File: src/rtl/pc_sequencer_if.sv
// Control/status bundle between the control unit (master) and the program-counter
// sequencer (slave).
interface pc_sequencer_if #(
  parameter int unsigned ADDR_W = 8
) ();
  logic              halt;
  logic              jump_en;
  logic [ADDR_W-1:0] jump_addr;
  logic              branch_en;
  logic [ADDR_W-1:0] branch_off;
  logic              call_en;
  logic              ret_en;
  logic [ADDR_W-1:0] pc;
  logic              halted;
  logic              stack_empty;
  logic              stack_full;
  logic              stack_ovf;
  logic              stack_unf;

  modport master (
    output halt, jump_en, jump_addr, branch_en, branch_off, call_en, ret_en,
    input  pc, halted, stack_empty, stack_full, stack_ovf, stack_unf
  );

  modport slave (
    input  halt, jump_en, jump_addr, branch_en, branch_off, call_en, ret_en,
    output pc, halted, stack_empty, stack_full, stack_ovf, stack_unf
  );
endinterface

File: src/rtl/pc_sequencer.sv
// Program counter with a LIFO return-address stack; one action per cycle chosen by
// fixed priority halt > ret > call > jump > branch > increment.
module pc_sequencer #(
  parameter int unsigned       ADDR_W      = 8,
  parameter int unsigned       STACK_DEPTH = 4,
  parameter logic [ADDR_W-1:0] RESET_VEC   = '0
) (
  input logic           clk,
  input logic           rst,
  pc_sequencer_if.slave bus
);

  localparam int unsigned CntW = $clog2(STACK_DEPTH + 1);

  logic [ADDR_W-1:0] pc_q, pc_d, pc_inc, top;
  logic [CntW-1:0]   cnt_q, cnt_d;
  logic              ovf_q, ovf_d, unf_q, unf_d;
  logic              halted_q;
  logic              push;
  logic              full, empty;
  logic [ADDR_W-1:0] stack_q [STACK_DEPTH];

  assign pc_inc = pc_q + ADDR_W'(1);
  assign full   = (cnt_q == CntW'(STACK_DEPTH));
  assign empty  = (cnt_q == '0);

  // Only the entry just below the count is ever read.
  always_comb begin
    top = '0;
    for (int i = 0; i < STACK_DEPTH; i++) begin
      if (cnt_q == CntW'(i + 1)) top = stack_q[i];
    end
  end

  always_comb begin
    pc_d  = pc_q;
    cnt_d = cnt_q;
    ovf_d = ovf_q;
    unf_d = unf_q;
    push  = 1'b0;
    if (bus.halt) begin
      pc_d = pc_q;
    end else if (bus.ret_en) begin
      if (!empty) begin
        pc_d  = top;
        cnt_d = cnt_q - CntW'(1);
      end else begin
        pc_d  = pc_inc;
        unf_d = 1'b1;
      end
    end else if (bus.call_en) begin
      if (!full) begin
        push  = 1'b1;
        pc_d  = bus.jump_addr;
        cnt_d = cnt_q + CntW'(1);
      end else begin
        pc_d  = pc_inc;
        ovf_d = 1'b1;
      end
    end else if (bus.jump_en) begin
      pc_d = bus.jump_addr;
    end else if (bus.branch_en) begin
      pc_d = pc_q + bus.branch_off;
    end else begin
      pc_d = pc_inc;
    end
  end

  always_ff @(posedge clk) begin
    if (rst) begin
      pc_q     <= RESET_VEC;
      cnt_q    <= '0;
      ovf_q    <= 1'b0;
      unf_q    <= 1'b0;
      halted_q <= 1'b0;
    end else begin
      pc_q     <= pc_d;
      cnt_q    <= cnt_d;
      ovf_q    <= ovf_d;
      unf_q    <= unf_d;
      halted_q <= bus.halt;
    end
  end

  // Stack contents need no reset; the count alone defines validity.
  always_ff @(posedge clk) begin
    for (int i = 0; i < STACK_DEPTH; i++) begin
      if (push && cnt_q == CntW'(i)) stack_q[i] <= pc_inc;
    end
  end

  assign bus.pc          = pc_q;
  assign bus.halted      = halted_q;
  assign bus.stack_empty = empty;
  assign bus.stack_full  = full;
  assign bus.stack_ovf   = ovf_q;
  assign bus.stack_unf   = unf_q;

endmodule

File: src/flat_wrapper.sv
// flat-port wrapper written by rule: the top's interface ports become plain ports
module pc_sequencer_flat 
#(
  parameter int unsigned       ADDR_W      = 8,
  parameter int unsigned       STACK_DEPTH = 4,
  parameter logic [ADDR_W-1:0] RESET_VEC   = '0
)
  (clk, rst, bus_halt, bus_jump_en, bus_jump_addr, bus_branch_en, bus_branch_off, bus_call_en, bus_ret_en, bus_pc, bus_halted, bus_stack_empty, bus_stack_full, bus_stack_ovf, bus_stack_unf);
  pc_sequencer_if #(.ADDR_W(ADDR_W)) bus_i ();
  input logic clk;
  input logic rst;
  input wire logic [$bits(bus_i.halt)-1:0] bus_halt;
  input wire logic [$bits(bus_i.jump_en)-1:0] bus_jump_en;
  input wire logic [$bits(bus_i.jump_addr)-1:0] bus_jump_addr;
  input wire logic [$bits(bus_i.branch_en)-1:0] bus_branch_en;
  input wire logic [$bits(bus_i.branch_off)-1:0] bus_branch_off;
  input wire logic [$bits(bus_i.call_en)-1:0] bus_call_en;
  input wire logic [$bits(bus_i.ret_en)-1:0] bus_ret_en;
  output wire logic [$bits(bus_i.pc)-1:0] bus_pc;
  output wire logic [$bits(bus_i.halted)-1:0] bus_halted;
  output wire logic [$bits(bus_i.stack_empty)-1:0] bus_stack_empty;
  output wire logic [$bits(bus_i.stack_full)-1:0] bus_stack_full;
  output wire logic [$bits(bus_i.stack_ovf)-1:0] bus_stack_ovf;
  output wire logic [$bits(bus_i.stack_unf)-1:0] bus_stack_unf;
  assign bus_i.halt = bus_halt;
  assign bus_i.jump_en = bus_jump_en;
  assign bus_i.jump_addr = bus_jump_addr;
  assign bus_i.branch_en = bus_branch_en;
  assign bus_i.branch_off = bus_branch_off;
  assign bus_i.call_en = bus_call_en;
  assign bus_i.ret_en = bus_ret_en;
  assign bus_pc = bus_i.pc;
  assign bus_halted = bus_i.halted;
  assign bus_stack_empty = bus_i.stack_empty;
  assign bus_stack_full = bus_i.stack_full;
  assign bus_stack_ovf = bus_i.stack_ovf;
  assign bus_stack_unf = bus_i.stack_unf;
  pc_sequencer #(.ADDR_W(ADDR_W), .STACK_DEPTH(STACK_DEPTH), .RESET_VEC(RESET_VEC)) u_core (.clk(clk), .rst(rst), .bus(bus_i));
endmodule
File: config.mk
export PLATFORM = sky130hd
export DESIGN_NAME = pc_sequencer_flat
export DESIGN_NICKNAME = d
export VERILOG_FILES = /design/src/rtl/pc_sequencer_if.sv /design/src/rtl/pc_sequencer.sv /design/src/flat_wrapper.sv
export SDC_FILE = /design/constraint.sdc
export NUM_CORES = 1
export LEC_CHECK = 0
export CAP_MARGIN = 5
export CORE_MARGIN = 1.5
export CORE_UTILIZATION = 45
export DETAILED_ROUTE_END_ITERATION = 6
export MAX_ROUTING_LAYER = met4
export PLACE_DENSITY = 0.67
export SLEW_MARGIN = 20
export SYNTH_ARGS = -nofsm -noshare
export SYNTH_HDL_FRONTEND = slang
export SYNTH_SLANG_ARGS = --single-unit
File: constraint.sdc
create_clock -name clk -period 5.39 [get_ports clk]
set_input_delay 0.539 -clock clk [delete_from_list [all_inputs] [get_ports clk]]
set_output_delay 0.539 -clock clk [all_outputs]
set_load 0.005 [all_outputs]
==> flow_summary_export.csv <==
group,metric,value,unit
global_routing,grt_pass1_wl,11000,um
clocking,holdBufCountCts,0,
floorplan,die_width,82.7,um
synth,synth_fp_nets,324,
synth,async_flop_share,0,
layout,nets,353,
synth,synth.most_common_cell,"edfxtp_1",
clocking,cts_resized,0,
sta,whs,489,ps
synth,ys_warn_count,0,
power_and_ir_drop,power,899,uW
critical_path,required,4850,ps
place,placed_cells,383,
synth,ys_seq_area_frac,0.434,
sta,hold_violations,0,
sta,setup_viol,0,
synth,yosys.cell_types.count,63,
clocking,clock-sinks,46,
floorplan,coreArea,6030,um2
synth,synth-seq-cells,46,
sta,max_freq,322,MHz
outcome,status,"finished clean",
global_routing,grt_max_degree,24,
floorplan,num_rows,28,
sta,worst_slack,2290,ps
route,ant_nets,0,
power_and_ir_drop,p_per_area,270,nW/um2
floorplan,io_pins,36,
clocking,cts_setup_buffers,0,
route,wl_per_cell,18.1,um
floorplan,dieArea,6840,um2
route,wirelength,7080,um
critical_path,cp_cell_sequence,"inv_1 -> ha_1 -> nand2_2 -> inv_2 -> clkdlybuf4s50_1",
layout,fillers,550,
flow_run,maxCapViolCount,0,
sta,fin_crit_sh,0.575,
sta,worst_pin_slew,844,ps
synth,synth_top_area_frac,0.336,
route,routed_via_density,6.15,
critical_path,crit_arrival,2560,ps
synth,synth_cells,286,
synth,netlist_area,2860,um2
sta,fin_skew,13.5,ps
critical_path,critPathLaunchType,"register",
place,pre_cts_ws,2660,ps
place,hpwl,5280,um
floorplan,initial_core_util,0.474,
sta,relSlewSlack,0.437,
layout,final_core_util,0.553,
critical_path,cp_max_fo,23,
min_path,hold_class,"reg -> reg",
global_routing,antenna_found_initial,0,
global_routing,grt_util_all_layers,0.227,
sta,rsz0062_at_grt,"no",
layout,instances_no_fill,391,
place,io_buffer_count,35,
critical_path,setup.worst_path.class,"reg -> out",
synth,ys.flop_type,"edfxtp_1",
synth,yosys.area.top_type,"edfxtp_1",
global_routing,overflow,0,
route,drt_iter0_drc,273,
layout,area_growth_syn_to_layout,16.5,%
global_routing,grt_pass1_vias,2238,
clocking,cts_tree,"yes",
layout,antennaDiodeCount,0,
clocking,htreeDepth,2,
critical_path,cp_slowest_cell,"ha_1",
clocking,clk-insertion-delay-late,310,ps
route,drtPass1Iterations,5,
place,place.gp.congestion,0.868,
sta,period_minus_slack,3100,ps
clocking,root_buffer,"clkbuf_8",
synth,synth_common_cells,"32 x edfxtp_1, 22 x nor2_1, 21 x nand2_1",
synth,synth_area_leaders,"edfxtp_1 34%, dfxtp_1 9.8%, ha_1 6.1%, nor2_1 2.9%, nand2_1 2.8%",
synth,synth_edf_count,32,
sta,fin_tns_setup,0,ps
route,num_vias,2404,
sta,finalMaxSlewViolations,0,
layout,drive_gt1_frac,0.0665,
critical_path,end_kind,"output port",
power_and_ir_drop,leakagePower,1.22,nW
synth,syn_area_per_cell,9.99,um2
clocking,cts-buffers-inserted,5,
clocking,cts_buffer_depth,2,
critical_path,max_stage_delay,730,ps
floorplan,fp.dieH,82.7,um
place,placed_area,3230,um2
clocking,clk_pin_slew,100,ps
layout,fin_area,3330,um2
route,drc,0,
power_and_ir_drop,ir_drop,120,uV
-- cell families (layout without fill, tap and decap cells) --
family,after synthesis,in the layout,synth area share
AOI/OAI and AO/OA,88,88,0.233
xor gates and xnor gates,13,13,0.0398
adders and majority gates,15,15,0.0683
buffers and inverters,31,61,0.0486
DFF,46,46,0.434
muxes,6,6,0.0210
and+or+nand+nor,87,87,0.155
-- area by class of cell --
cell class,count,area (um2),area share
clock buffer,5,68.8,0.0207
clock inverter,3,27.5,0.00826
inverter,17,63.8,0.0192
multi-input combinational,209,1480,0.444
sequential,46,1240,0.373
tap,75,93.8,0.0282
timing repair buffer,36,358,0.107
-- critical path: cells and delay by family, from the launching register on --
family	cells	cell delay [ps]
fa+ha+maj	1	730
buf+inv	3	880
flops	1	360
simple gates	1	280
-- routing by layer --
layer  vias to the layer above  GRT usage  wire length (um)
met4                         0     0.0983               169
met1                      1132      0.309              3270
met2                       109      0.329              3170
li1                       1147          -                 -
met3                        16     0.0429               471
met5                         -          -                 0
-- power by group --
group / switching (mW) / internal [mW] / total (mW)
registers: 0.0221 / 0.400 / 0.422
clock network: 0.134 / 0.0963 / 0.231
logic: 0.136 / 0.111 / 0.247
-- layout by cell type (no fill, tap or decap), types with 2 or more instances in the layout --
| cell type | synthesis | final |
|---|---|---|
| clkdlybuf4s50_1 | 0 | 35 |
| edfxtp_1 | 32 | 32 |
| nor2_1 | 22 | 22 |
| nand2_1 | 21 | 21 |
| inv_1 | 16 | 16 |
| a21oi_1 | 15 | 15 |
| ha_1 | 14 | 14 |
| dfxtp_1 | 14 | 14 |
| o21ai_0 | 8 | 8 |
| nand2b_1 | 8 | 8 |
| a31oi_1 | 8 | 8 |
| nand3_1 | 7 | 7 |
| xor2_1 | 7 | 7 |
| and3_1 | 7 | 7 |
| xnor2_1 | 6 | 6 |
| mux2i_1 | 6 | 6 |
| a221oi_1 | 6 | 6 |
| o22ai_1 | 6 | 6 |
| a22o_1 | 5 | 5 |
| clkbuf_8 | 0 | 5 |
| nor2b_1 | 4 | 4 |
| a211o_1 | 4 | 4 |
| a22oi_1 | 3 | 3 |
| nor3_1 | 3 | 3 |
| o2111ai_1 | 3 | 3 |
| nor4_1 | 3 | 3 |
| or3_1 | 2 | 2 |
| o311ai_0 | 2 | 2 |
| and2_1 | 2 | 2 |
| a211oi_1 | 2 | 2 |
| a221oi_2 | 2 | 2 |
| o21bai_1 | 2 | 2 |
| o31ai_1 | 2 | 2 |
| o31a_1 | 2 | 2 |
| o211a_1 | 2 | 2 |
-- worst paths after layout --
kind | endpoint | slack, ps | depth (start not counted) | startpoint
setup / recovery | bus_stack_full | 2290 | 5 | u_core.cnt_q[0]
setup reg to reg | u_core.bus.pc[6] | 2820 | 8 | u_core.cnt_q[2]
hold / removal | u_core.bus.stack_unf | 490 | 2 | u_core.bus.stack_unf
hold reg to reg | u_core.bus.stack_unf | 490 | 2 | u_core.bus.stack_unf
-- flip-flops by register name, summed over array words and instances (netlist names) --
register and flops:
u_core.bus.halted 1, u_core.bus.pc 8, u_core.bus.stack_ovf 1, u_core.bus.stack_unf 1, u_core.cnt_q 3, u_core.stack_q 32
No activity file was read; power rests on OpenSTA's default activity.
==> patch, RTL diff (same settings) <==
`ADDR_W` is set to 8 in 3 places; all go to 9.
--- a/src/rtl/pc_sequencer_if.sv
+++ b/src/rtl/pc_sequencer_if.sv
@@ -3,3 +3,3 @@
 interface pc_sequencer_if #(
-  parameter int unsigned ADDR_W = 8
+  parameter int unsigned ADDR_W = 9
 ) ();
--- a/src/rtl/pc_sequencer.sv
+++ b/src/rtl/pc_sequencer.sv
@@ -3,3 +3,3 @@
 module pc_sequencer #(
-  parameter int unsigned       ADDR_W      = 8,
+  parameter int unsigned       ADDR_W      = 9,
   parameter int unsigned       STACK_DEPTH = 4,
--- a/src/flat_wrapper.sv
+++ b/src/flat_wrapper.sv
@@ -3,3 +3,3 @@
 #(
-  parameter int unsigned       ADDR_W      = 8,
+  parameter int unsigned       ADDR_W      = 9,
   parameter int unsigned       STACK_DEPTH = 4,
Interface: changed (resized bus_branch_off, bus_jump_addr and bus_pc); port bits go from 36 to 39. The function was not compared with the original's and may differ.
==> patch against the unedited design <==
Critical path depth stayed put; synthesized area up 8.1%; wire length increased by 5.2%; hold slack got worse by 0.0060 ns; total power increased by 4.7%; largest cell class unchanged; critical endpoint unchanged; via count increased by 8.4%; sequential cell count rose by 5; die area is 7.8% higher; final area rose by 8.1%; worst setup slack lost 0.11 ns.
==> patch: results (changes against the unedited design) <==
- The total routing usage reported by global routing was 22.00% (was 22.69%).
- The distinct cell type count after synthesis came to 53 (was 63).
- The arrival time of the worst setup path came to 2.67 ns (was 2.56 ns).
- The global-route wire length before repair is 12360 um (was 11040 um).
* Initial antenna violation count: 0 (unchanged)
- The worst-case headroom to the max-slew limit is 40.73% (was 43.71%).
* Post-cts repair resize count: 0 (unchanged)
* Critical path's largest stage delay: 0.56 ns (was 0.73 ns)
* Via count of the first global-routing pass: 2509 (was 2238)
* Sequential area share after synthesis: 44.70% (was 43.43%)
* I/O Buffers: 38 (was 35)
* Max FFs per register: 36 (was 32)
- The adder-cell share of the synthesized area came to 6.721% (was 6.830%).
- The multiplexer area fraction after synthesis came to 1.012% (was 2.102%).
- The root buffer cell was sky130_fd_sc_hd__clkbuf_8 (unchanged).
* Ratio of routed vias to standard cells: 6.063 (was 6.148)
- Peak VDD IR: 154.7 uV (was 120.4 uV)
- The filler cell count in the final layout is 586 (was 550).
* Area fraction in compound gates after synthesis: 21.90% (was 23.34%)
- The wire length after detailed routing was 7450 um (was 7079 um).
* Synth Net Count: 362 (was 324)
* Worst-case clock skew: 0.01710 ns (was 0.01348 ns)
* Run status: finished, final reports clean (unchanged)
- RD Place Congestion: 0.8486 (was 0.8679)
* Number of violations reported at the end of detailed-routing iteration 0: 252 (was 273)
- The parity-gate share of the synthesized area counting xor and xnor cells is 4.777% (was 3.984%).
- Top cells by count, synth: sky130_fd_sc_hd__edfxtp_1 (36), sky130_fd_sc_hd__a21oi_1 (28), sky130_fd_sc_hd__nor2_1 (28) (was sky130_fd_sc_hd__edfxtp_1 (32), sky130_fd_sc_hd__nor2_1 (22), sky130_fd_sc_hd__nand2_1 (21))
- The total setup buffers inserted after CTS was 0 (unchanged).
- Slowest cell on crit path: sky130_fd_sc_hd__ha_1 (unchanged)
- Cell types occupying the most area after synthesis: sky130_fd_sc_hd__edfxtp_1 (35%), sky130_fd_sc_hd__dfxtp_1 (9.7%), sky130_fd_sc_hd__ha_1 (6.1%), sky130_fd_sc_hd__a21oi_1 (4.5%), sky130_fd_sc_hd__nor2_1 (3.4%) (was sky130_fd_sc_hd__edfxtp_1 (34%), sky130_fd_sc_hd__dfxtp_1 (9.8%), sky130_fd_sc_hd__ha_1 (6.1%), sky130_fd_sc_hd__nor2_1 (2.9%), sky130_fd_sc_hd__nand2_1 (2.8%)).
- Leakage power: 1.265 nW (was 1.224 nW)
* Ratio of cells with drive above 1 in the final layout: 5.714% (was 6.646%)
- Half-perimeter wire length after detailed placement: 5558 um (was 5284 um)
- Detailed-routing iteration count for the pre-antenna-repair pass: 5 (unchanged)
* Critical path peak fanout: 16 (was 23)
- Count of flip-flops with a built-in enable after synthesis: 36 (was 32)
- The final net count is 390 (was 353).
==> patch: stage by stage <==
| stage | instances | power [W] | cell area (um^2) | setup WS (ns) | hold WS (ns) |
|---|---|---|---|---|---|
| floorplan | 321 | 0.0006372 | 3090 | 3.095 | 0.4604 |
| global placement | 422 | 0.0007228 | 3493 | 2.210 | 0.4507 |
| detailed placement | 422 | 0.0007264 | 3498 | 2.153 | 0.4586 |
| CTS | 430 | 0.0009402 | 3586 | 2.224 | 0.4851 |
| global route | 430 | 0.0009932 | 3601 | 2.000 | 0.5489 |
| finish | 430 | 0.0009416 | 3601 | 2.178 | 0.4829 |
==> patch: where the power goes <==
| part | switching [W] | leakage, nW | internal (W) |
|---|---|---|---|
| clock network | 0.000129 | 0.0483 | 0.0000917 |
| registers | 0.0000264 | 0.449 | 0.000442 |
| logic | 0.000141 | 0.768 | 0.000112 |
==> patch: logic make-up after synthesis <==
| kind of cell | count (synthesis) |
|---|---|
| XOR/XNOR | 16 |
| adder cells (fa/ha/maj) | 16 |
| multiplexers | 3 |
| AND/OR/NAND/NOR | 101 |
| flip-flops | 51 |
| buffers and inverters | 33 |
| AO/OA/AOI/OAI | 101 |
==> patch: tightest hold or removal path: cells and delay by family, from the launching register on <==
kind	cells	cell delay (ns)
compound gates	1	0.04
flops	1	0.34
simple gates	1	0.07
==> patch: metal layers <==
layer	routed length [um]	part of all wire (%)	global-route usage [%]
met5	0	0	-
met4	33	0.44	5.865
met3	393	5.3	3.176
met2	3640	49	35.15
met1	3383	45	29.48
==> patch: area by class of cell <==
cell class,instances,area (um^2),share of cell area (%)
clock buffer,5,68.82,1.911
clock inverter,3,18.77,0.5212
inverter,16,60.06,1.668
multi-input combinational,237,1592,44.20
sequential,51,1381,38.36
tap,80,100.1,2.780
timing repair buffer,38,380.4,10.56
==> patch: worst paths after layout <==
path / from / to / slack (ns) / cells past startpoint
hold / removal: u_core.bus.stack_unf / u_core.bus.stack_unf / 0.48 / 2
hold reg to reg: u_core.bus.stack_unf / u_core.bus.stack_unf / 0.48 / 2
setup / recovery: u_core.cnt_q[0] / bus_stack_full / 2.18 / 5
setup reg to reg: u_core.cnt_q[2] / u_core.bus.pc[8] / 2.75 / 8
